## src/rtl/fact_pkg.sv

```systemverilog
// Shared constants for the factorial accelerator: register offsets, FSM state encoding and size defaults.
// Latency: n/a (definitions only).
// Backpressure: n/a.
package fact_pkg;

  localparam int WIDTH_DEF = 32;  // data bus / result width
  localparam int NW_DEF    = 4;   // operand n width
  localparam int N_MAX_DEF = 12;  // 12! is the largest factorial that fits in 32 bits

  // Word offsets within the peripheral window (bus address bits [3:2])
  localparam logic [1:0] ADDR_N      = 2'd0;
  localparam logic [1:0] ADDR_GO     = 2'd1;
  localparam logic [1:0] ADDR_STATUS = 2'd2;
  localparam logic [1:0] ADDR_RESULT = 2'd3;

  typedef enum logic {
    IDLE = 1'b0,
    BUSY = 1'b1
  } state_e;

endpackage

```

## src/rtl/fact_core.sv

```systemverilog
// Iterative factorial engine: one WIDTH x NW multiply per cycle, sticky done/err, held result.
// Latency: done rises max(n,1) edges after the start edge; out-of-range n flags err on the start edge.
// Backpressure: start is ignored while busy; no stall inputs.
//
// Ports:
//   clk, rst      : clock, async active-high reset
//   start         : one-cycle request to begin (honoured only in IDLE)
//   n_in          : operand captured on an accepted start
//   busy          : high while a computation is in flight
//   done, err     : sticky status, cleared by the next accepted start
//   result        : last factorial (0 after an error start)
module fact_core
  import fact_pkg::*;
#(
  parameter int WIDTH = WIDTH_DEF,
  parameter int NW    = NW_DEF,
  parameter int N_MAX = N_MAX_DEF
) (
  input  logic             clk,
  input  logic             rst,
  input  logic             start,
  input  logic [NW-1:0]    n_in,
  output logic             busy,
  output logic             done,
  output logic             err,
  output logic [WIDTH-1:0] result
);

  localparam logic [NW-1:0] N_LIMIT = NW'(N_MAX);
  localparam logic [NW-1:0] ONE_N   = NW'(1);

  state_e           state_q, state_d;
  logic [NW-1:0]    cnt_q, cnt_d;
  logic [WIDTH-1:0] product_q, product_d;
  logic [WIDTH-1:0] result_q, result_d;
  logic             done_q, done_d;
  logic             err_q, err_d;

  always_comb begin
    state_d   = state_q;
    cnt_d     = cnt_q;
    product_d = product_q;
    result_d  = result_q;
    done_d    = done_q;
    err_d     = err_q;
    case (state_q)
      IDLE: begin
        if (start) begin
          done_d = 1'b0;
          err_d  = 1'b0;
          if (n_in > N_LIMIT) begin
            // Overflowing operand: report immediately without entering BUSY
            err_d    = 1'b1;
            done_d   = 1'b1;
            result_d = '0;
          end else begin
            cnt_d     = n_in;
            product_d = WIDTH'(1);
            state_d   = BUSY;
          end
        end
      end
      BUSY: begin
        if (cnt_q > ONE_N) begin
          // Only the low WIDTH bits are kept; n <= N_MAX guarantees no loss
          product_d = product_q * WIDTH'(cnt_q);
          cnt_d     = cnt_q - ONE_N;
        end else begin
          // cnt of 0 or 1 terminates, which also gives 0! = 1
          result_d = product_q;
          done_d   = 1'b1;
          state_d  = IDLE;
        end
      end
      default: state_d = IDLE;
    endcase
  end

  always_ff @(posedge clk or posedge rst) begin
    if (rst) begin
      state_q   <= IDLE;
      cnt_q     <= '0;
      product_q <= '0;
      result_q  <= '0;
      done_q    <= 1'b0;
      err_q     <= 1'b0;
    end else begin
      state_q   <= state_d;
      cnt_q     <= cnt_d;
      product_q <= product_d;
      result_q  <= result_d;
      done_q    <= done_d;
      err_q     <= err_d;
    end
  end

  assign busy   = (state_q == BUSY);
  assign done   = done_q;
  assign err    = err_q;
  assign result = result_q;

endmodule

```

## src/rtl/fact_accel.sv

```systemverilog
// Memory-mapped factorial accelerator: N/GO/STATUS/RESULT registers around fact_core.
// Latency: register writes take effect on the we edge; reads are combinational from a.
// Backpressure: none on the bus; GO while busy is dropped, software polls STATUS.
//
// Ports:
//   clk, rst : clock, async active-high reset
//   we       : write strobe already decoded for this window
//   a        : word offset (0=N, 1=GO, 2=STATUS, 3=RESULT)
//   wd       : write data
//   rd       : read data for offset a
//   done     : sticky completion flag (LED / interrupt)
module fact_accel
  import fact_pkg::*;
#(
  parameter int WIDTH = WIDTH_DEF,
  parameter int NW    = NW_DEF,
  parameter int N_MAX = N_MAX_DEF
) (
  input  logic             clk,
  input  logic             rst,
  input  logic             we,
  input  logic [1:0]       a,
  input  logic [WIDTH-1:0] wd,
  output logic [WIDTH-1:0] rd,
  output logic             done
);

  logic [NW-1:0]    n_q, n_d;
  logic             start;
  logic             busy;
  logic             err;
  logic [WIDTH-1:0] result;
  logic             unused_wd;

  // Only the operand bits of wd are stored; upper bits are discarded
  assign unused_wd = ^wd[WIDTH-1:NW];

  always_comb begin
    n_d = n_q;
    if (we && (a == ADDR_N)) begin
      n_d = wd[NW-1:0];
    end
  end

  always_ff @(posedge clk or posedge rst) begin
    if (rst) begin
      n_q <= '0;
    end else begin
      n_q <= n_d;
    end
  end

  assign start = we && (a == ADDR_GO) && wd[0];

  fact_core #(
    .WIDTH (WIDTH),
    .NW    (NW),
    .N_MAX (N_MAX)
  ) u_core (
    .clk    (clk),
    .rst    (rst),
    .start  (start),
    .n_in   (n_q),
    .busy   (busy),
    .done   (done),
    .err    (err),
    .result (result)
  );

  always_comb begin
    rd = '0;
    case (a)
      ADDR_N:      rd = WIDTH'(n_q);
      ADDR_GO:     rd = WIDTH'(busy);
      ADDR_STATUS: rd = WIDTH'({err, done});
      ADDR_RESULT: rd = result;
      default:     rd = '0;
    endcase
  end

endmodule

```

## config.mk

```make
export PLATFORM = sky130hd
export DESIGN_NAME = fact_accel
export DESIGN_NICKNAME = d
export VERILOG_FILES = /design/src/rtl/fact_pkg.sv /design/src/rtl/fact_core.sv /design/src/rtl/fact_accel.sv
export SDC_FILE = /design/constraint.sdc
export NUM_CORES = 1
export LEC_CHECK = 0
export ABC_CLOCK_PERIOD_IN_PS = 4700
export BUFFER_PORTS_ARGS = -buffer_cell sky130_fd_sc_hd__buf_2
export CORE_MARGIN = 10
export CORE_UTILIZATION = 40
export DETAILED_ROUTE_END_ITERATION = 16
export PLACE_DENSITY = 0.67
export SETUP_SLACK_MARGIN = 0.05
export SLEW_MARGIN = 10
export SYNTH_ARGS = -nofsm -noshare
export SYNTH_HDL_FRONTEND = slang
export SYNTH_HIERARCHICAL = 1
export SYNTH_SLANG_ARGS = --single-unit
```

## constraint.sdc

```tcl
create_clock -name clk -period 4.7 [get_ports clk]
set_input_delay 0.47 -clock clk [delete_from_list [all_inputs] [get_ports clk]]
set_output_delay 0.47 -clock clk [all_outputs]
set_load 0.1 [all_outputs]
```

# == Word level (Yosys, flattened, before mapping) ==
# Cells that the tools add are included.
# classes
n_addsub,1
n_mul,1
order_cmp,2
n_eq_ne,8
muxes,21
bitwise,1
n_reduce_logical,8
# op_table
op,n
$mux W32,6
$pmux W32 S2,2
$pmux W32 S4,1
$mul A32 B4 Y32,1
$mux W4,3
$ne A2 B2 Y1 const B,4
$pmux W4 S2,1
$mux W1,6
$reduce_and A3 Y1,2
$eq A2 B2 Y1 const B,2
$gt A4 B1 Y1 const B,1
$gt A4 B4 Y1 const B,1
$pmux W1 S2,2
$reduce_and A2 Y1,2
$sub A4 B1 Y4 const B,1
$logic_and A1 B1 Y1,3
$eq A2 B1 Y1 const B,1
$logic_not A2 Y1,1
$ne A2 B1 Y1 const B,1
$not A1 Y1,1
# word_totals
reg_bits,75
in_bits,37
out_inout_bits,33
wordCells,49

# == Longest topological paths before layout ==
# Gate-level depths: netlist of run 1.
# depth
depth_word,5
depth_mapped,16

# == Cells and area by module ==
# The synthesis of run 1 kept the hierarchy.
# modules_own_cells
mod,instances,cells_per_inst,area_per_inst_um2,seq_area_each_um2
fact_core,1,816,6692.7,1776.7
fact_accel,1,52,456.7,100.1

# == Least setup slack after synthesis of run 1 ==
# OpenSTA, ideal clock, no wires.
# synth_path
kind,flip-flop to flip-flop
startpoint,reg u_core.cnt_q[3]
endpoint,reg u_core.product_q[31]
setup_ns,0.070
t_arrival_ns,3.711
slack_ns,0.919
stages_incl_launch_ff,16
path_cell_list,dfrtp_1 > clkbuf_1 > clkbuf_1 > and2_1 > fa_1 > inv_1 > fa_1 > inv_1 > ha_1 > a21oi_2 > o21ai_1 > a2111oi_2 > nor2_1 > a32o_1 > or3_1 > nand3_1
# synth_between
elab_chain_cells,3
# synth_rtl
item,line_no,source
start: declaration,fact_core.sv:33,"logic [NW-1:0] cnt_q, cnt_d;"
start signal: assignment,fact_core.sv:89,cnt_q <= cnt_d;
$mul A32 B4 Y32 or $gt A4 B1 Y1 (tied branches),"fact_core.sv:66, fact_core.sv:64",
$mux W32 or $ne A2 B2 Y1 (tied branches),-,
$pmux W32 S2 or $reduce_and A3 Y1 (tied branches),-,
end signal: assignment,fact_core.sv:90,product_q <= product_d;
end: declaration,fact_core.sv:34,"logic [WIDTH-1:0] product_q, product_d;"
# Parallel ways exist; a longest one is shown, timed or not. The select of a mux whose other input is x is not followed.
# A chain may end at the register's enable or synchronous reset.

# == Worst setup path after layout of run 1 ==
# layout_path
startpoint,reg u_core.cnt_q[1]
endpoint,reg u_core.product_q[29]
# Same word-level chain as after synthesis.

==> summary.txt, run 1 <==
Critical path
  • Crit end category: flop
  • R2r setup slk: 0.54 ns
  • Crit path max-delay cell type: dfrtp_1
  • Reg2reg end: u_core/product_q[29]
  • WP data required: 4.92 ns
  • Setup crit start kind: flop
  • Slowest cell delay on critical path: 0.54 ns
  • Worst setup path class: flop to flop
  • Worst EP arrival: 4.38 ns
  • Worst reg-to-reg path cell count: 14
  • CP Max Fanout: 21
  • Worst r2r src: u_core/cnt_q[1]
  • CP cell instances: buf_4 > and2_1 > fa_1 > inv_1 > fa_1 > inv_1 > ha_1 > a21oi_2 > nor2b_1 > nand2b_1 > a31o_2 > a31oi_2 > o21ai_1 > a221o_1

CTS
  • TritonCTS clock tree: built
  • H-tree level count: 3
  • Post-CTS Setup Repair Bufs: 0
  • Clk buf depth: 2
  • Post-CTS Hold Buffers: 0
  • CTS Root Cell: clkbuf_16
  • Post-cts resize count: 0
  • Sink Count: 75
  • Clock-pin slew on the worst setup and hold paths: 0.06 ns
  • Number of buffers created by CTS: 9
  • Clk_lat worst skew: 0.34 ns

Synthesis
  • Ys Warns: 6
  • Synthesized area: 7149 um^2
  • Post-synth top flop: dfrtp_1
  • Post-synthesis sequential area ratio: 0.2625
  • Synth Instances: 868
  • Mean Syn Cell Area: 8.237 um^2
  • Syn nets: 996
  • Synth Register Bits: 75
  • Post-synth ARST share: 1.000
  • Yosys cell types: 64
  • EDFF count, synth: 0

Detailed routing
  • Met2 wire len: 7546 um
  • Wire length on met1: 8398 um
  • Vias/cell: 5.264
  • Top sig layer: met4
  • WL met3: 1034 um
  • WL per Instance: 15.41 um
  • Starting DRC count in detailed routing: 343
  • Routed WL: 17,230 um
  • Antenna Nets Post-Route: 0
  • Drt drc: 0
  • Drt first pass iters: 5
  • Via Count: 5,885

Floorplanning
  • Core box area: 17,420 um^2
  • Core Rows: 48
  • Chip height: 153.7 um
  • I/O pin count: 70
  • Die area: 23,620 um^2
  • Initial core utilization: 0.4105
  • Die Width: 153.7 um

STA
  • Slew HR: 0.3093
  • Setup violators final: 0
  • Fmax achieved: 240.4 MHz
  • Clk_skew: 0.006850 ns
  • Setup TNS: 0 ns
  • Slew Viols, Final: 0
  • Minimum clock period after layout: 4.160 ns
  • Setup repair after global routing missed its margin: false
  • Slew at the pin closest to its max-slew limit: 1.036 ns
  • Setup ws final: 0.5405 ns
  • Final period util: 0.8850
  • Fin. Hold Viols: 0

GRT
  • Largest net degree at the start of global routing: 44
  • First-pass GRT wire length: 29,930 um
  • Number of global-route vias before repair: 5,827
  • GRT Total Usage: 0.1496
  • Initial antenna violation count: 0
  • Remaining Overflow, GRT: 0

Finish
  • Antenna Cells: 0
  • Storage cell area: 1877 um^2
  • FILL cells: 1,741
  • Most frequent cells in the layout: 150 x nand2_1, 117 x inv_1, 89 x and2_1, 75 x dfrtp_1, 57 x fa_1
  • Commonest non-fill, non-tap cell in the layout: nand2_1
  • Share of cells above drive strength 1: 0.09966
  • Synth-to-layout area growth: 10.43%
  • NumNets Final: 1,016
  • Area occupied by multi-input gates: 4647 um^2

Placement
  • Detailed Place HPWL: 12,830 um
  • Port bufs: 41
  • Placer Congestion: 0.8442
  • Dpl ws: 0.6118 ns

Hold path
  • HP Class: input port to asynchronous set/reset pin

Status
  • Outcome: finished clean

Flow run
  • Max Cap Viol: 0
==> metrics by stage <==
| stage | std cells | hold WS, ns | util | instance area, um^2 |
|---|---|---|---|---|
| 2_1_floorplan | 868 | 0.2361 | - | 7149 |
| 3_3_place_gp | 1102 | 0.3704 | 0.4340 | 7559 |
| 3_5_place_dp | 1102 | 0.3815 | 0.4340 | 7559 |
| 4_1_cts | 1118 | 0.02058 | 0.4533 | 7895 |
| 5_1_grt | 1118 | 0.04518 | 0.4533 | 7895 |
| 6_report | 1118 | 0.02976 | 0.4533 | 7895 |
==> worst max path at each step <==
stage	depth (start not counted)	startpoint	endpoint	slack, ns
finish	14	u_core/cnt_q[1]	u_core/product_q[29]	0.54
global route	14	u_core/cnt_q[1]	u_core/product_q[20]	0.33
CTS	14	u_core/cnt_q[1]	u_core/product_q[29]	0.58
detailed placement	14	u_core/cnt_q[1]	u_core/product_q[25]	0.61
global placement	14	u_core/cnt_q[1]	u_core/product_q[25]	0.63
floorplan	15	u_core/cnt_q[3]	u_core/product_q[31]	0.92
==> sequential cells by signal (all words and copies together) (netlist names) <==
signal,count
u_core/err,1
n_q,4
u_core/done,1
u_core/busy,1
u_core/product_q,32
u_core/cnt_q,4
u_core/result,32
==> cells in the mapped netlist, types with 2 or more instances <==
cell type | number | area, um^2
a41oi_1 | 2 | 17.52
buf_2 | 2 | 10.01
clkbuf_1 | 38 | 142.6
o21ai_0 | 20 | 100.1
and4_1 | 2 | 17.52
clkbuf_2 | 3 | 15.01
a21o_1 | 12 | 90.09
xnor2_1 | 12 | 105.1
or2_1 | 2 | 12.51
nand2_1 | 150 | 563.0
a22o_1 | 5 | 43.79
xor2_1 | 14 | 122.6
a31oi_1 | 5 | 31.28
a21oi_2 | 2 | 17.52
a211oi_1 | 3 | 22.52
o211ai_1 | 2 | 15.01
o2111a_1 | 2 | 22.52
inv_1 | 118 | 442.9
nand2b_1 | 4 | 25.02
fa_1 | 57 | 1141
nor2b_1 | 7 | 43.79
a221o_1 | 2 | 20.02
dfrtp_1 | 75 | 1877
a32o_1 | 3 | 30.03
nand4_1 | 4 | 25.02
a211o_1 | 2 | 17.52
o31ai_1 | 2 | 15.01
and3_1 | 36 | 225.2
ha_1 | 34 | 425.4
a21oi_1 | 29 | 145.1
mux2_2 | 4 | 45.04
nor4_1 | 3 | 18.77
nor2_1 | 20 | 75.07
o21a_1 | 6 | 45.04
nand3_1 | 42 | 210.2
and2_1 | 89 | 556.8
o22a_1 | 2 | 17.52
or3_1 | 6 | 37.54
buf_1 | 2 | 7.510
o21ai_1 | 21 | 105.1
==> routing by layer <==
metal  up-vias  track usage
li1       2852            -
met1      2869       0.2132
met2       140       0.2243
met3        24      0.02901
met4         0      0.04363
met5         -            0
==> critical path, delay by kind of cell (launching register included) <==
family	cells	cell delay (ns)
buffers and inverters	3	0.42
AO/OA/AOI/OAI	5	1.18
adder cells (fa/ha/maj)	3	1.38
AND/OR/NAND/NOR	3	0.54
flip-flops	1	0.54
==> logic make-up (layout without fill, tap and decap cells) <==
group,Yosys count,count (layout),synth area share
AOI/OAI and AO/OA,135,135,0.1269
xor gates and xnor gates,26,26,0.03185
adders and majority gates,91,91,0.2191
buffers and inverters,164,189,0.08803
DFF,75,75,0.2625
muxes,6,6,0.01085
and+or+nand+nor,371,371,0.2608
==> cell type report <==
| class | count | share of cell area |
|---|---|---|
| Clock buffer | 11 | 0.03201 |
| Clock inverter | 5 | 0.01062 |
| Timing Repair Buffer | 55 | 0.03930 |
| Tap cell | 225 | 0.03566 |
| Inverter | 118 | 0.05610 |
| Multi-Input combinational cell | 629 | 0.5886 |
| Sequential cell | 75 | 0.2377 |
Power of run 1 is not shown: default switching activity piles up to over one toggle a cycle in this logic, so the estimate is an artifact.
==> run 2, diff against run 1 <==
BUFFER_PORTS_ARGS = -buffer_cell sky130_fd_sc_hd__buf_4   (was -buffer_cell sky130_fd_sc_hd__buf_2)
CORE_MARGIN = 2   (was 10)
CTS_BUF_LIST = sky130_fd_sc_hd__clkbuf_2   (was not set)
==> summary.txt, run 2 (synthesis gave the netlist of run 1 again) <==
Status
  • Outcome: finished clean

CTS
  • TritonCTS clock tree: built
  • CTS Root Cell: clkbuf_2
  • Clk buf depth: 2
  • Sink Count: 75
  • H-tree level count: 3
  • Post-cts resize count: 0
  • Clk_lat worst skew: 0.55 ns
  • Number of buffers created by CTS: 9
  • Clock-pin slew on the worst setup and hold paths: 0.25 ns

Critical path
  • Worst EP arrival: 4.72 ns
  • Worst setup path class: flop to flop
  • Crit end category: flop
  • Crit path max-delay cell type: dfrtp_1
  • CP cell instances: nand2_1 > fa_1 > fa_1 > inv_1 > fa_1 > a21o_1 > a221oi_2 > nor3_1 > o21ai_1 > a21oi_1 > or3_1 > nand3_1
  • CP Max Fanout: 18
  • Slowest cell delay on critical path: 0.73 ns
  • Setup crit start kind: flop
  • WP data required: 5.21 ns
  • Crit-path most repeated cell: fa_1

GRT
  • Initial antenna violation count: 1
  • Met1 usage: 0.2828
  • Largest net degree at the start of global routing: 45
  • Grt met3 use: 0.03091
  • GRT Total Usage: 0.1947
  • First-pass GRT wire length: 29,310 um
  • Most used routing layer: met2
  • Remaining Overflow, GRT: 0
  • Number of global-route vias before repair: 5,683
  • Met2 usage: 0.3054

STA
  • Fin. Hold Viols: 0
  • Slew HR: 0.3810
  • Setup violators final: 0
  • Clk_skew: 0.06224 ns
  • Minimum clock period after layout: 4.212 ns
  • Slew at the pin closest to its max-slew limit: 0.9272 ns
  • Fmax achieved: 237.4 MHz
  • Setup repair after global routing missed its margin: false
  • Setup TNS: 0 ns
  • Slew Viols, Final: 0
  • Final period util: 0.8962

Detailed routing
  • Starting DRC count in detailed routing: 363
  • Vias/cell: 5.246
  • Routed WL: 17,200 um
  • Drt drc: 0
  • Antenna Nets Post-Route: 0
  • Drt first pass iters: 5
  • Via Count: 5,870
  • WL per Instance: 15.37 um

Finish
  • Area occupied by multi-input gates: 4647 um^2
  • Storage cell area: 1877 um^2
  • Most frequent cells in the layout: 150 x nand2_1, 117 x inv_1, 89 x and2_1, 75 x dfrtp_1, 57 x fa_1
  • Commonest non-fill, non-tap cell in the layout: nand2_1
  • Share of cells above drive strength 1: 0.09742
  • FILL cells: 1,723
  • Post-Layout Cell Count: 1,119
  • Synth-to-layout area growth: 8.908%
  • NumNets Final: 1,016
  • Final core occ: 0.4486

Placement
  • Port bufs: 41
  • Placer Congestion: 0.8941
  • Detailed Place HPWL: 12,510 um
  • Inst Count DP: 1,101

Flow run
  • Max Cap Viol: 0

Hold path
  • HP Class: input port to flop

Floorplanning
  • Die area: 18,960 um^2
  • Chip height: 137.7 um
  • I/O pin count: 70
  • Core box area: 17,360 um^2
  • Initial core utilization: 0.4119
  • Die Width: 137.7 um
  • Core Rows: 48
[run 2: changes by cell type in the layout (fill, tap and decap cells not counted), sizes merged]
| cell | before | now |
|---|---|---|
| bufinv | 2 | 1 |
| buf | 55 | 54 |
| clkinv | 0 | 2 |
| clkbuf | 11 | 9 |
| dlygate4sd3 | 0 | 1 |
| inv | 119 | 120 |
| diode | 0 | 1 |
[run 2: area by class of cell]
cell class | count | share of cell area
diodes | 1 | 0.0003214
multi-input cells | 629 | 0.5968
clock buffers | 9 | 0.005785
repair buffers | 55 | 0.05335
clock inverters | 7 | 0.009642
flip-flops and latches | 75 | 0.2410
inverters | 118 | 0.05689
well taps | 225 | 0.03616
[run 2: critical path: cells and delay by family, from the launching register on]
kind | cells | cell delay (ns)
AO/OA/AOI/OAI | 4 | 1.15
buffers and inverters | 1 | 0.07
adder cells (fa/ha/maj) | 3 | 1.49
AND/OR/NAND/NOR | 4 | 0.76
flip-flops | 1 | 0.73
[run 2: path summary, 6_finish.rpt]
check / start / to / slack, ns / cells after the start
worst max-delay path: u_core/cnt_q[1] / u_core/product_q[30] / 0.49 / 12
worst min-delay path: wd[2] / n_q[2] / 0.15 / 2
worst max register to register: u_core/cnt_q[1] / u_core/product_q[30] / 0.49 / 12
worst min register to register: u_core/result[18] / u_core/result[18] / 0.49 / 2
max in group asynchronous: rst / u_core/product_q[17] / 3.03 / 4
min in group asynchronous: rst / n_q[0] / 0.33 / 3
[run 2: stage by stage]
stage          area [um^2]  hold WS, ns  setup WS, ns
2_1_floorplan         7149       0.2361        0.9191
5_1_grt               7786       0.1066        0.2450
6_report              7786       0.1458        0.4878
4_1_cts               7784       0.1112        0.5159
3_5_place_dp          7654       0.3760        0.5362
3_3_place_gp          7654       0.3755        0.5480
[run 2: layer usage]
metal,vias to the layer above,routed length (um)
li1,2859,-
met1,2852,8382
met2,146,7742
met3,13,877
met4,0,193
met5,-,0
[run 2: repair_timing]
action                                 CTS  global route
setup buffers                            0             0
endpoints found under the hold margin    4             0
hold buffers                             1             0
Power of run 2 is left out for the same reason.
